--- src/rtl/if_id_if.sv ---
// if_id_if -- fetch/decode boundary signals between the PC stage, the
// instruction memory and the IF/ID slot.
//   master : PC stage side, drives pc_in / ins_in and observes the slot
//   slave  : if_id side, samples pc_in / ins_in and drives the slot outputs
//   pc_in      word-addressed fetch PC
//   ins_in     instruction memory read data for pc_in
//   ins_d      registered instruction (0 for a bubble)
//   pc_d       registered PC of ins_d
//   valid_d    decode slot holds a live instruction
//   op_d       ins_d[31:26]
//   addr_d     ins_d[25:0], jump target byte address
//   jon_d      01 jump, 10 branch / register jump, 00 none
//   fetch_cnt  live captures
//   bubble_cnt squashed captures
interface if_id_if;
  logic [31:0] pc_in;
  logic [31:0] ins_in;
  logic [31:0] ins_d;
  logic [31:0] pc_d;
  logic        valid_d;
  logic [5:0]  op_d;
  logic [25:0] addr_d;
  logic [1:0]  jon_d;
  logic [31:0] fetch_cnt;
  logic [31:0] bubble_cnt;

  modport master (
    output pc_in, ins_in,
    input  ins_d, pc_d, valid_d, op_d, addr_d, jon_d, fetch_cnt, bubble_cnt
  );

  modport slave (
    input  pc_in, ins_in,
    output ins_d, pc_d, valid_d, op_d, addr_d, jon_d, fetch_cnt, bubble_cnt
  );
endinterface

--- src/rtl/if_id.sv ---
// if_id -- IF/ID pipeline slot with control-transfer squash.
// Captures the fetched instruction every edge; after a jump one following
// capture is squashed, after a branch three are squashed so the resolved
// target arrives on the fourth capture.
//   clk   clock, rising edge
//   rstd  asynchronous active-low reset
//   bus   if_id_if.slave (pc_in/ins_in in; slot, decode and counters out)
//
// state | meaning
// IDLE  | normal fetch; capture is live unless jon_d is non-zero
// SQ2   | branch squash, two more bubbles to go after this edge's one
// SQ1   | branch squash, last bubble
module if_id (
  input  logic clk,
  input  logic rstd,
  if_id_if.slave bus
);

  typedef enum logic [1:0] {
    IDLE = 2'd0,
    SQ2  = 2'd1,
    SQ1  = 2'd2
  } sq_state_t;

  sq_state_t   state_q, state_nxt;
  logic [31:0] ins_q;
  logic [31:0] pc_q;
  logic        valid_q;
  logic [31:0] fetch_q;
  logic [31:0] bubble_q;
  logic [5:0]  op;
  logic [1:0]  jon;
  logic        live;

  assign op = ins_q[31:26];

  // Bubbles hold ins_q = 0 and valid_q = 0, so they can never decode a transfer.
  always_comb begin
    jon = 2'b00;
    if (valid_q) begin
      case (op)
        6'd40, 6'd41:                      jon = 2'b01;
        6'd32, 6'd33, 6'd34, 6'd35, 6'd42: jon = 2'b10;
        default:                           jon = 2'b00;
      endcase
    end
  end

  always_comb begin
    state_nxt = state_q;
    live      = 1'b0;
    case (state_q)
      IDLE: begin
        live = (jon == 2'b00);
        if (jon == 2'b10) state_nxt = SQ2;
      end
      SQ2:     state_nxt = SQ1;
      SQ1:     state_nxt = IDLE;
      default: state_nxt = IDLE;
    endcase
  end

  always_ff @(posedge clk or negedge rstd) begin
    if (!rstd) state_q <= IDLE;
    else       state_q <= state_nxt;
  end

  always_ff @(posedge clk or negedge rstd) begin
    if (!rstd) begin
      ins_q    <= 32'h0;
      pc_q     <= 32'h0;
      valid_q  <= 1'b0;
      fetch_q  <= 32'h0;
      bubble_q <= 32'h0;
    end else begin
      pc_q <= bus.pc_in;
      if (live) begin
        ins_q   <= bus.ins_in;
        valid_q <= 1'b1;
        fetch_q <= fetch_q + 32'd1;
      end else begin
        ins_q    <= 32'h0;
        valid_q  <= 1'b0;
        bubble_q <= bubble_q + 32'd1;
      end
    end
  end

  assign bus.ins_d      = ins_q;
  assign bus.pc_d       = pc_q;
  assign bus.valid_d    = valid_q;
  assign bus.op_d       = op;
  assign bus.addr_d     = ins_q[25:0];
  assign bus.jon_d      = jon;
  assign bus.fetch_cnt  = fetch_q;
  assign bus.bubble_cnt = bubble_q;

endmodule

--- src/flat_wrapper.sv ---
// flat-port wrapper written by rule: the top's interface ports become plain ports
module if_id_flat 
  (clk, rstd, bus_pc_in, bus_ins_in, bus_ins_d, bus_pc_d, bus_valid_d, bus_op_d, bus_addr_d, bus_jon_d, bus_fetch_cnt, bus_bubble_cnt);
  if_id_if bus_i ();
  input  logic clk;
  input  logic rstd;
  input wire logic [$bits(bus_i.pc_in)-1:0] bus_pc_in;
  input wire logic [$bits(bus_i.ins_in)-1:0] bus_ins_in;
  output wire logic [$bits(bus_i.ins_d)-1:0] bus_ins_d;
  output wire logic [$bits(bus_i.pc_d)-1:0] bus_pc_d;
  output wire logic [$bits(bus_i.valid_d)-1:0] bus_valid_d;
  output wire logic [$bits(bus_i.op_d)-1:0] bus_op_d;
  output wire logic [$bits(bus_i.addr_d)-1:0] bus_addr_d;
  output wire logic [$bits(bus_i.jon_d)-1:0] bus_jon_d;
  output wire logic [$bits(bus_i.fetch_cnt)-1:0] bus_fetch_cnt;
  output wire logic [$bits(bus_i.bubble_cnt)-1:0] bus_bubble_cnt;
  assign bus_i.pc_in = bus_pc_in;
  assign bus_i.ins_in = bus_ins_in;
  assign bus_ins_d = bus_i.ins_d;
  assign bus_pc_d = bus_i.pc_d;
  assign bus_valid_d = bus_i.valid_d;
  assign bus_op_d = bus_i.op_d;
  assign bus_addr_d = bus_i.addr_d;
  assign bus_jon_d = bus_i.jon_d;
  assign bus_fetch_cnt = bus_i.fetch_cnt;
  assign bus_bubble_cnt = bus_i.bubble_cnt;
  if_id u_core (.clk(clk), .rstd(rstd), .bus(bus_i));
endmodule
--- config.mk ---
export PLATFORM = sky130hd
export DESIGN_NAME = if_id_flat
export DESIGN_NICKNAME = d
export VERILOG_FILES = /design/src/rtl/if_id_if.sv /design/src/rtl/if_id.sv /design/src/flat_wrapper.sv
export SDC_FILE = /design/constraint.sdc
export NUM_CORES = 1
export LEC_CHECK = 0
export ABC_CLOCK_PERIOD_IN_PS = 3300
export BUFFER_PORTS_ARGS = -buffer_cell sky130_fd_sc_hd__clkbuf_2
export CAP_MARGIN = 20
export CORE_MARGIN = 8
export CORE_UTILIZATION = 31
export DETAILED_ROUTE_END_ITERATION = 10
export MAX_ROUTING_LAYER = met4
export RECOVER_POWER = 25
export SLEW_MARGIN = 40
export SYNTH_ARGS = -nofsm -noshare
export SYNTH_HDL_FRONTEND = slang
export SYNTH_SLANG_ARGS = --single-unit
export TNS_END_PERCENT = 1
--- constraint.sdc ---
create_clock -name clk -period 3.3 [get_ports clk]
set_input_delay 0.66 -clock clk [delete_from_list [all_inputs] [get_ports clk]]
set_output_delay 0.66 -clock clk [all_outputs]
set_load 0.01 [all_outputs]
==> flow_summary_export.csv, run 1 <==
group,metric,value,unit
synthesis,ys_seq_area_frac,0.6283,
min_path,min_to,"u_core.bus.pc_d[23]",
global_route,grt_usage,0.1414,
synthesis,synth_seq_cells,131,
synthesis,async_reset_ff_frac,1.000,
sta,max_freq,0.4408,GHz
clock_tree,cts-htree-levels,4,
synthesis,synth_compound_area_frac,0.005276,
clock_tree,cts_made_buffers,17,
clock_tree,cts.sinks,131,
run_status,violations,"capacitance limit, slew limit",
place,place_hpwl,10850,µm
critical_path,path_cells,"nand4bb_4 > nor3b_1 > clkbuf_2",
power_and_ir_drop,power.density,765.7,nW/µm²
sta,setup_viol,0,
cells_and_area,fillers,1585,
floorplanning,num_rows,47,
synthesis,dominantRegCellSynth,"dfrtp_1",
critical_path,setup.worst_path.start_class,"register",
min_path,hold_depth,1,
sta,relSlewSlack,-0.1241,
sta,fin_setup_tns,0,ns
floorplanning,fp.dieH,145.7,µm
place,placed_area,6384,µm²
sta,worst_pin_slew,1.686,ns
sta,drv_slew,64,
clock_tree,path_clk_slew,0.06,ns
critical_path,crit_fanout,5,
routing,drtAntennaViolNets,0,
clock_tree,hold_buffers,0,
global_route,grt_antenna_before_repair,0,
cells_and_area,syn2layout_area_growth,33.91,%
clock_tree,clock_latency,0.41,ns
cells_and_area,fin_area,6987,µm²
synthesis,yosys.area_share.simple,0.1959,
cells_and_area,diodes,0,
routing,drc_errors,0,
critical_path,r2r_end,"u_core.bus.bubble_cnt[15]",
routing,drtPass1Iterations,5,
clock_tree,root_buffer,"clkbuf_16",
floorplanning,die_w,145.7,µm
critical_path,slowest_delay,0.40,ns
cells_and_area,nNetsFinal,690,
routing,drt_iter0_markers,163,
critical_path,reg2reg_from,"u_core.bus.ins_d[30]",
place,routabilityCongestion,0.8288,
global_route,grt_pass1_vias,4272,
critical_path,worstSetupEndpointType,"output port",
floorplanning,core_area,16520,µm²
critical_path,worstPathArrival,1.61,ns
synthesis,synthAdderAreaFrac,0.004796,
place,portBuffers,228,
sta,period_share,0.6874,
synthesis,synth_xor_area_frac,0.1041,
clock_tree,post_cts_buffers,0,
synthesis,syn_inst,413,
routing,drt_wl_total,14220,µm
synthesis,netlist_area,5218,µm²
floorplanning,top_level_ports,229,
routing,vias,3761,
cells_and_area,layout-drive-gt1-share,0.4362,
sta,finalHoldViolCount,0,
synthesis,synth_warnings,0,
cells_and_area,multi_input_area,1618,µm²
cells_and_area,final_cell_mix,"clkbuf_2 (228), dfrtp_1 (131), xnor2_1 (37)",
clock_tree,cts_tree,"built",
routing,routed_via_density,4.399,
global_route,grt_max_degree,69,
job,maxCapViolations,1,
clock_tree,cts_buffer_depth,2,
run_status,outcome,"finished, violations left",
floorplanning,die-area,21240,µm²
sta,worst_clock_skew,0.006915,ns
critical_path,critPathKind,"register to output port",
min_path,hp-class,"input port to register",
clock_tree,ctsResizeCount,0,
synthesis,syn_avg_cell_area,12.63,µm²
cells_and_area,final_common_cell,"clkbuf_2",
critical_path,required,2.64,ns
sta,fin_crit,2.268,ns
synthesis,synth_nets,481,
critical_path,rrSetupSlack,1.08,ns
critical_path,critPathSlowestCell,"dfrtp_1",
power_and_ir_drop,cellLeakagePower,3.609,nW
floorplanning,initial_utilization,0.3157,
routing,wl_per_cell,16.63,µm
global_route,grt_overflow_total,0,
critical_path,r2r.worst_path.cells,7,
cells_and_area,seq_area,3278,µm²
global_route,grt_pass1_wl,23290,µm
min_path,hp-start,"bus_pc_in[23]",
synthesis,synth-edff-count,0,
synthesis,synth_top_family_by_area,"simple AND/OR/NAND/NOR gates",
power_and_ir_drop,ir_worst_vdd,0.3572,mV
sta,rsz0062_at_grt,"false",
synthesis,synthMuxAreaShare,0,
synthesis,synth_cell_type_count,37,
==> synth_stat cells, drive strengths merged (3+ instances only) <==
cell type | number | share of area
clkbuf | 4 | 0.0029
xnor2 | 37 | 0.062
xor2 | 25 | 0.042
nand4 | 20 | 0.028
nor4 | 9 | 0.023
nand2 | 34 | 0.024
or3 | 3 | 0.0046
and2 | 36 | 0.043
and4 | 3 | 0.0050
nor2 | 22 | 0.016
buf | 36 | 0.052
nor3 | 8 | 0.0086
dfrtp | 131 | 0.63
nand3 | 19 | 0.022
and3 | 4 | 0.0048
inv | 10 | 0.0072
==> how the worst max path moves through the flow <==
stage	startpoint	end	slack, ns
6_report	u_core.bus.ins_d[30]	bus_jon_d[0]	1.03
3_3_place_gp	u_core.bus.ins_d[30]	u_core.bus.bubble_cnt[15]	1.09
2_1_floorplan	u_core.bus.ins_d[30]	u_core.bus.bubble_cnt[15]	1.49
3_5_place_dp	u_core.bus.ins_d[30]	u_core.bus.bubble_cnt[24]	1.04
5_1_grt	u_core.bus.ins_d[30]	u_core.bus.bubble_cnt[24]	0.86
4_1_cts	u_core.bus.ins_d[30]	bus_jon_d[0]	0.99
==> where the power goes <==
group | switching (mW) | internal, mW
Sequential | 0.250 | 1.88
Combinational | 0.764 | 0.526
Clock | 0.731 | 1.20
Total | 1.75 | 3.60
==> flip-flops by register name, indices dropped and copies added, names as in the netlist <==
register and flops:
u_core.bus.bubble_cnt 32, u_core.bus.fetch_cnt 32, u_core.bus.ins_d 32, u_core.bus.pc_d 32
u_core.state_q 2, u_core.bus.valid_d 1
==> through the flow <==
step / hold WS (ns) / cells / worst slack, ns / total power, mW / util
3_5_place_dp: 0.4409 / 823 / 1.044 / 3.499 / 0.3863
6_report: 0.3550 / 855 / 1.032 / 5.350 / 0.4228
2_1_floorplan: 0.3644 / 413 / 1.489 / 2.995 / -
4_1_cts: 0.2557 / 855 / 0.9921 / 5.458 / 0.4232
3_3_place_gp: 0.4323 / 823 / 1.091 / 3.459 / 0.3863
5_1_grt: 0.3291 / 855 / 0.8621 / 5.652 / 0.4228
==> layout make-up <==
type,count,area share
flip-flops and latches,131,0.4692
inverters,10,0.005372
repair buffers,230,0.1673
well taps,220,0.03940
clock buffers,18,0.06143
clock inverters,14,0.02579
multi-input cells,232,0.2316
==> layer usage <==
layer,global-route usage,vias up,share of wire
met3,0.04198,16,0.061
li1,-,1744,-
met5,-,-,0
met2,0.2393,139,0.51
met4,0.04789,0,0.011
met1,0.1565,1862,0.42
==> cell families (layout without fill, tap and decap cells) <==
kind of cell | Yosys count | count (layout)
xor+xnor | 62 | 62
fa+ha+maj | 2 | 2
buf+inv | 50 | 272
compound gates | 4 | 4
simple gates | 164 | 164
flops | 131 | 131
==> critical path, delay by kind of cell (launching register included) <==
family | cells | cell delay, ns
buffers and inverters | 1 | 0.20
flip-flops | 1 | 0.40
AND/OR/NAND/NOR | 2 | 0.61
Power figures use the tool's default switching activity.
==> run 2, diff against run 1 <==
- ABC_AREA: not set -> 1
- ABC_CLOCK_PERIOD_IN_PS: 3300 -> 2200
- clock period: 3.3 -> 2.2 ns (I/O delays scaled with it)
==> run 2 against run 1 <==
Effect of this change:
- the run now ends clean
- routed wire length grew 27%
- synthesized cell count rose by 87%
- non-clock buffer count rose by 4
- count of clock-buffer cells in the layout rose by 1
- flip-flop and latch count is the same
- via count rose by 44%
- critical path type unchanged
==> flow_summary_export.csv, run 2 <==
group,metric,value,unit
cells_and_area,final_cell_mix,"nand2_1 (271), clkbuf_2 (228), dfrtp_1 (131)",
clock_tree,root_buffer,"clkbuf_16",
routing,routed_via_density,4.294,
power_and_ir_drop,ir_worst_vdd,0.4972,mV
synthesis,synth_nets,840,
sta,fin_setup_tns,0,ns
floorplanning,core_area,19970,µm²
min_path,hold_depth,1,
power_and_ir_drop,power_frac_clock,0.327,
sta,period_share,0.8499,
global_route,grt_usage,0.1520,
sta,drv_slew,0,
critical_path,rrSetupSlack,0.44,ns
place,place_inst,1231,
cells_and_area,seq_area,3278,µm²
synthesis,synth_top_area_frac,0.5258,
routing,drt_wl_total,18020,µm
critical_path,r2r_end,"u_core.bus.fetch_cnt[1]",
synthesis,syn_avg_cell_area,8.076,µm²
clock_tree,post_cts_buffers,0,
synthesis,synth.most_common_cell,"nand2_1",
critical_path,r2r.worst_path.cells,8,
routing,wl_per_cell,14.26,µm
place,placed_area,7480,µm²
clock_tree,cts_buffer_depth,2,
global_route,grt_pass1_wl,28570,µm
place,routabilityCongestion,0.8497,
clock_tree,path_clk_slew,0.06,ns
run_status,outcome,"finished clean",
synthesis,async_reset_ff_frac,1.000,
sta,finalWorstSetupSlack,0.3303,ns
cells_and_area,final_common_cell,"nand2_1",
critical_path,setup.worst_path.start_class,"register",
power_and_ir_drop,switching_share,0.3735,
clock_tree,cts_made_buffers,17,
sta,rsz0062_at_grt,"false",
synthesis,dominantRegCellSynth,"dfrtp_1",
power_and_ir_drop,power.density,1116,nW/µm²
synthesis,synth_seq_cells,131,
global_route,grt_antenna_before_repair,0,
critical_path,reg2reg_from,"u_core.bus.ins_d[27]",
job,maxCapViolations,0,
sta,fin_crit,1.870,ns
floorplanning,top_level_ports,229,
clock_tree,clock_latency,0.42,ns
critical_path,crit_fanout,4,
sta,finalHoldViolCount,0,
synthesis,synthTopCellsByArea,"dfrtp_1 (53%), nand2_1 (16%), nor2_1 (7.5%)",
place,place_hpwl,14050,µm
min_path,hp-class,"input port to register",
global_route,grt_pass1_vias,5436,
floorplanning,die_w,157.8,µm
power_and_ir_drop,p_int,5.658,mW
sta,worst_pin_slew,1.435,ns
synthesis,synth_common_cells,"nand2_1 (270), dfrtp_1 (131), nor2_1 (125)",
floorplanning,num_rows,52,
global_route,grt_overflow_total,0,
power_and_ir_drop,pwr-share-comb,0.315,
cells_and_area,nNetsFinal,1049,
floorplanning,die-area,24910,µm²
sta,relSlewSlack,0.04331,
critical_path,critPathKind,"register to output port",
synthesis,synth-edff-count,0,
min_path,min_to,"u_core.bus.pc_d[0]",
place,portBuffers,228,
sta,setup_viol,0,
place,post-place-ws,0.4493,ns
clock_tree,cts-htree-levels,4,
synthesis,synth_cell_type_count,27,
cells_and_area,final_cells,1264,
sta,worst_clock_skew,0.007163,ns
routing,drt_iter0_markers,283,
power_and_ir_drop,seqPwrFrac,0.358,
routing,drc_errors,0,
routing,drtAntennaViolNets,0,
synthesis,netlist_area,6235,µm²
clock_tree,cts_tree,"built",
synthesis,ys_seq_area_frac,0.5258,
critical_path,worstPathArrival,1.43,ns
cells_and_area,fin_area,8095,µm²
power_and_ir_drop,cellLeakagePower,4.180,nW
synthesis,synth_warnings,0,
floorplanning,fp.dieH,157.8,µm
power_and_ir_drop,total_power,9.031,mW
critical_path,worstSetupEndpointType,"output port",
cells_and_area,syn2layout_area_growth,29.84,%
clock_tree,cts.sinks,131,
power_and_ir_drop,p_switching,3.373,mW
routing,drtPass1Iterations,5,
cells_and_area,fillers,2079,
global_route,grt_max_degree,51,
floorplanning,initial_utilization,0.3121,
synthesis,syn_inst,772,
cells_and_area,layout-drive-gt1-share,0.2918,
critical_path,required,1.76,ns
cells_and_area,diodes,0,
routing,vias,5428,
cells_and_area,multi_input_area,2287,µm²
sta,max_freq,0.5349,GHz
synthesis,yosys.area.top_type,"dfrtp_1",
min_path,hp-start,"bus_pc_in[0]",
[run 2: cell count changes in the layout (fill, tap and decap cells not counted), moves of 11 or more]
cell	previous run	this run
xnor2_1	37	11
nor2_1	22	125
nand3_1	17	29
and2_1	36	1
nor2_2	0	11
inv_1	9	89
nand2_1	34	271
[run 2: metal layers]
layer  vias up  track usage  wire, µm
met5         -            -         0
met1      2504       0.1714      7214
met3        18      0.03631      1508
met2       190       0.2618      9086
li1       2716            -         -
met4         0      0.04941       212
[run 2: through the flow]
step | util | hold slack, ns
6_report | 0.4053 | 0.1243
5_1_grt | 0.4053 | 0.1012
4_1_cts | 0.4057 | 0.1028
3_5_place_dp | 0.3745 | 0.4450
3_3_place_gp | 0.3745 | 0.4472
2_1_floorplan | - | 0.1444
[run 2: power by group through the flow]
stage,combinational [mW],sequential (mW),clock [mW]
detailed placement,2.94,3.29,0
global placement,2.91,3.27,0
floorplan,1.86,3.42,0
finish,2.84,3.24,2.95
CTS,2.96,3.25,3.04
global route,3.17,3.31,3.13
[run 2: kinds of logic (layout without fill, tap and decap cells)]
group | count (synthesis) | in the layout | synth area share
compound gates | 7 | 7 | 0.005619
xor+xnor | 31 | 31 | 0.04355
fa+ha+maj | 2 | 2 | 0.004013
buf+inv | 134 | 356 | 0.1070
flops | 131 | 131 | 0.5258
simple gates | 467 | 467 | 0.3141
[run 2: how the worst max path moves through the flow]
stage,from,depth (start not counted),to,slack [ns]
2_1_floorplan,u_core.bus.bubble_cnt[0],8,u_core.bus.bubble_cnt[20],0.74
3_3_place_gp,u_core.bus.ins_d[27],8,u_core.bus.fetch_cnt[13],0.53
3_5_place_dp,u_core.bus.ins_d[27],8,u_core.bus.fetch_cnt[1],0.45
4_1_cts,u_core.bus.ins_d[30],6,bus_jon_d[1],0.30
5_1_grt,rstd,2,u_core.bus.pc_d[3],0.15
6_report,u_core.bus.ins_d[30],6,bus_jon_d[1],0.33
[run 2: cell type report]
cell class                 count  area share
clock buffer                  19     0.05471
sequential                   131      0.4049
tap                          270     0.04173
timing repair buffer         234      0.1530
clock inverter                13     0.02117
multi-input combinational    507      0.2825
inverter                      90     0.04189
[run 2: critical path, stage by stage, from the launching register on]
cell,delay [ns]
dfrtp_1,0.40
inv_1,0.06
nand2_1,0.05
nor2_1,0.08
nand2_1,0.12
inv_1,0.14
clkbuf_2,0.18
[run 2: timing repair]
item                      in CTS  in global routing
hold endpoints to repair      14                  0
gates resized for setup        0                  0
hold buffers                   1                  0
==> run 3, diff against run 2 <==
- ABC_CLOCK_PERIOD_IN_PS: 2200 -> 1900
- clock period: 2.2 -> 1.9 ns (I/O delays scaled with it)
==> run 3 against run 2 <==
Effect of this change:
- register-to-register slack worse by 0.13 ns
- first-iteration DRC count is 15% higher
- count of clock-buffer cells in the layout is 2 lower
- hold slack worse by 0.062 ns
- total power is 13% higher
- combinational power is 15% higher
==> flow_summary_export.csv, run 3 (synthesis gave the netlist of run 2 again) <==
group,metric,value,unit
global_route,grt_use_met1,0.1710,
place,place_hpwl,13780,µm
global_route,grt_antenna_before_repair,0,
floorplanning,core_area,19970,µm²
cells_and_area,final_common_cell,"nand2_1",
global_route,grt_overflow_total,0,
power_and_ir_drop,ir_worst_vdd,0.7953,mV
global_route,grt_pass1_wl,28100,µm
global_route,grtUsageMet3,0.03658,
floorplanning,num_rows,52,
place,routabilityCongestion,0.8462,
place,post-place-ws,0.3058,ns
routing,wl_per_cell,13.82,µm
sta,fin_crit,1.775,ns
critical_path,critPathSlowestCell,"dfrtp_1",
clock_tree,clock_latency,0.42,ns
critical_path,worstSetupEndpointType,"output port",
job,maxCapViolations,0,
sta,period_share,0.9343,
power_and_ir_drop,power.density,1263,nW/µm²
clock_tree,path_clk_slew,0.07,ns
sta,worst_clock_skew,0.01140,ns
floorplanning,die-area,24910,µm²
cells_and_area,fin_area,8078,µm²
routing,drtAntennaViolNets,0,
cells_and_area,final_cell_mix,"nand2_1 (270), clkbuf_2 (227), dfrtp_1 (131)",
run_status,outcome,"finished clean",
critical_path,crit_fanout,4,
power_and_ir_drop,total_power,10.20,mW
sta,finalWorstSetupSlack,0.1247,ns
floorplanning,fp.dieH,157.8,µm
routing,vias,5423,
sta,drv_slew,0,
critical_path,slowest_delay,0.42,ns
sta,rsz0062_at_grt,"false",
routing,drtPass1Iterations,5,
clock_tree,root_buffer,"clkbuf_16",
floorplanning,initial_utilization,0.3121,
critical_path,worstPathArrival,1.40,ns
place,placed_area,7512,µm²
cells_and_area,fillers,2109,
global_route,grt_usage,0.1495,
routing,routed_via_density,4.270,
critical_path,cpLargestDelayFamily,"flip-flops",
routing,drc_errors,0,
clock_tree,cts_tree,"built",
sta,worst_pin_slew,1.326,ns
sta,max_freq,0.5633,GHz
sta,fin_setup_tns,0,ns
floorplanning,die_w,157.8,µm
sta,finalHoldViolCount,0,
critical_path,critPathKind,"register to output port",
cells_and_area,nNetsFinal,1056,
power_and_ir_drop,cellLeakagePower,4.178,nW
min_path,hp-class,"input port to register",
global_route,grt_pass1_vias,5422,
critical_path,path_cells,"inv_1 > nand2_1 > nor2_1 > nand2_2 > inv_2 > buf_2",
cells_and_area,layout-drive-gt1-share,0.2970,
critical_path,required,1.52,ns
sta,relSlewSlack,0.1159,
sta,setup_viol,0,
cells_and_area,diodes,0,
critical_path,crit_buf_inv,3,
critical_path,setup.worst_path.start_class,"register",
routing,drt_wl_total,17550,µm
global_route,grt_max_degree,48,
clock_tree,cts_made_buffers,17,
clock_tree,cts.sinks,131,
global_route,use_met2,0.2511,
global_route,busiest_layer,"met2",
clock_tree,cts_buffer_depth,2,
place,portBuffers,228,
cells_and_area,syn2layout_area_growth,29.56,%
clock_tree,cts-htree-levels,4,
routing,drt_iter0_markers,325,
floorplanning,top_level_ports,229,
==> run 3: cell types whose count changed in the layout (fill, tap and decap cells not counted), sizes merged <==
| cell | before | now |
|---|---|---|
| clkbuf | 247 | 246 |
| bufinv | 3 | 1 |
| inv | 93 | 95 |
| clkinv | 5 | 6 |
| buf | 5 | 11 |
==> run 3: timing repair <==
item                                   4_1_cts  5_1_grt
buffers inserted                             0        1
setup endpoints to repair                    0        1
endpoints found under the hold margin       39        0
resized for setup                            0        2
hold buffers                                 1        0
==> run 3: layout make-up <==
cell class,instances,area [µm²],share of cell area
flip-flops and latches,131,3278,0.4058
multi-input cells,507,2290,0.2835
repair buffers,241,1262,0.1563
clock buffers,17,425.4,0.05266
inverters,90,339.1,0.04198
well taps,270,337.8,0.04182
clock inverters,14,145.1,0.01797
==> run 3: stage by stage <==
step / utilization / hold slack [ns] / cells
2_1_floorplan: - / 0.08441 / 772
3_3_place_gp: 0.3761 / 0.3657 / 1237
3_5_place_dp: 0.3761 / 0.3653 / 1237
4_1_cts: 0.4052 / 0.03436 / 1269
5_1_grt: 0.4044 / 0.03157 / 1270
6_report: 0.4044 / 0.06213 / 1270
==> run 3: path summary, 6_finish.rpt <==
kind / from / end / slack, ns / depth (start not counted)
max: u_core.bus.ins_d[30] / bus_jon_d[1] / 0.12 / 6
min: bus_pc_in[14] / u_core.bus.pc_d[14] / 0.06 / 1
max reg2reg: u_core.bus.ins_d[30] / u_core.bus.bubble_cnt[8] / 0.31 / 9
min reg2reg: u_core.state_q[1] / u_core.state_q[1] / 0.47 / 1
max in group asynchronous: rstd / u_core.bus.bubble_cnt[28] / 0.22 / 3
min in group asynchronous: rstd / u_core.bus.bubble_cnt[18] / 0.80 / 2
==> run 3: layer usage <==
metal | vias up | part of all wire | wire length, µm
li1 | 2734 | - | -
met3 | 17 | 0.084 | 1478
met2 | 202 | 0.48 | 8421
met5 | - | 0 | 0
met1 | 2470 | 0.42 | 7423
met4 | 0 | 0.013 | 225
==> run 3: where the power goes <==
part	total [mW]	leakage, nW	switching (mW)	internal [mW]
Sequential	3.76	1.68	0.443	3.31
Combinational	3.28	2.23	2.15	1.13
Clock	3.17	0.274	1.34	1.83
Total	10.2	4.18	3.93	6.27
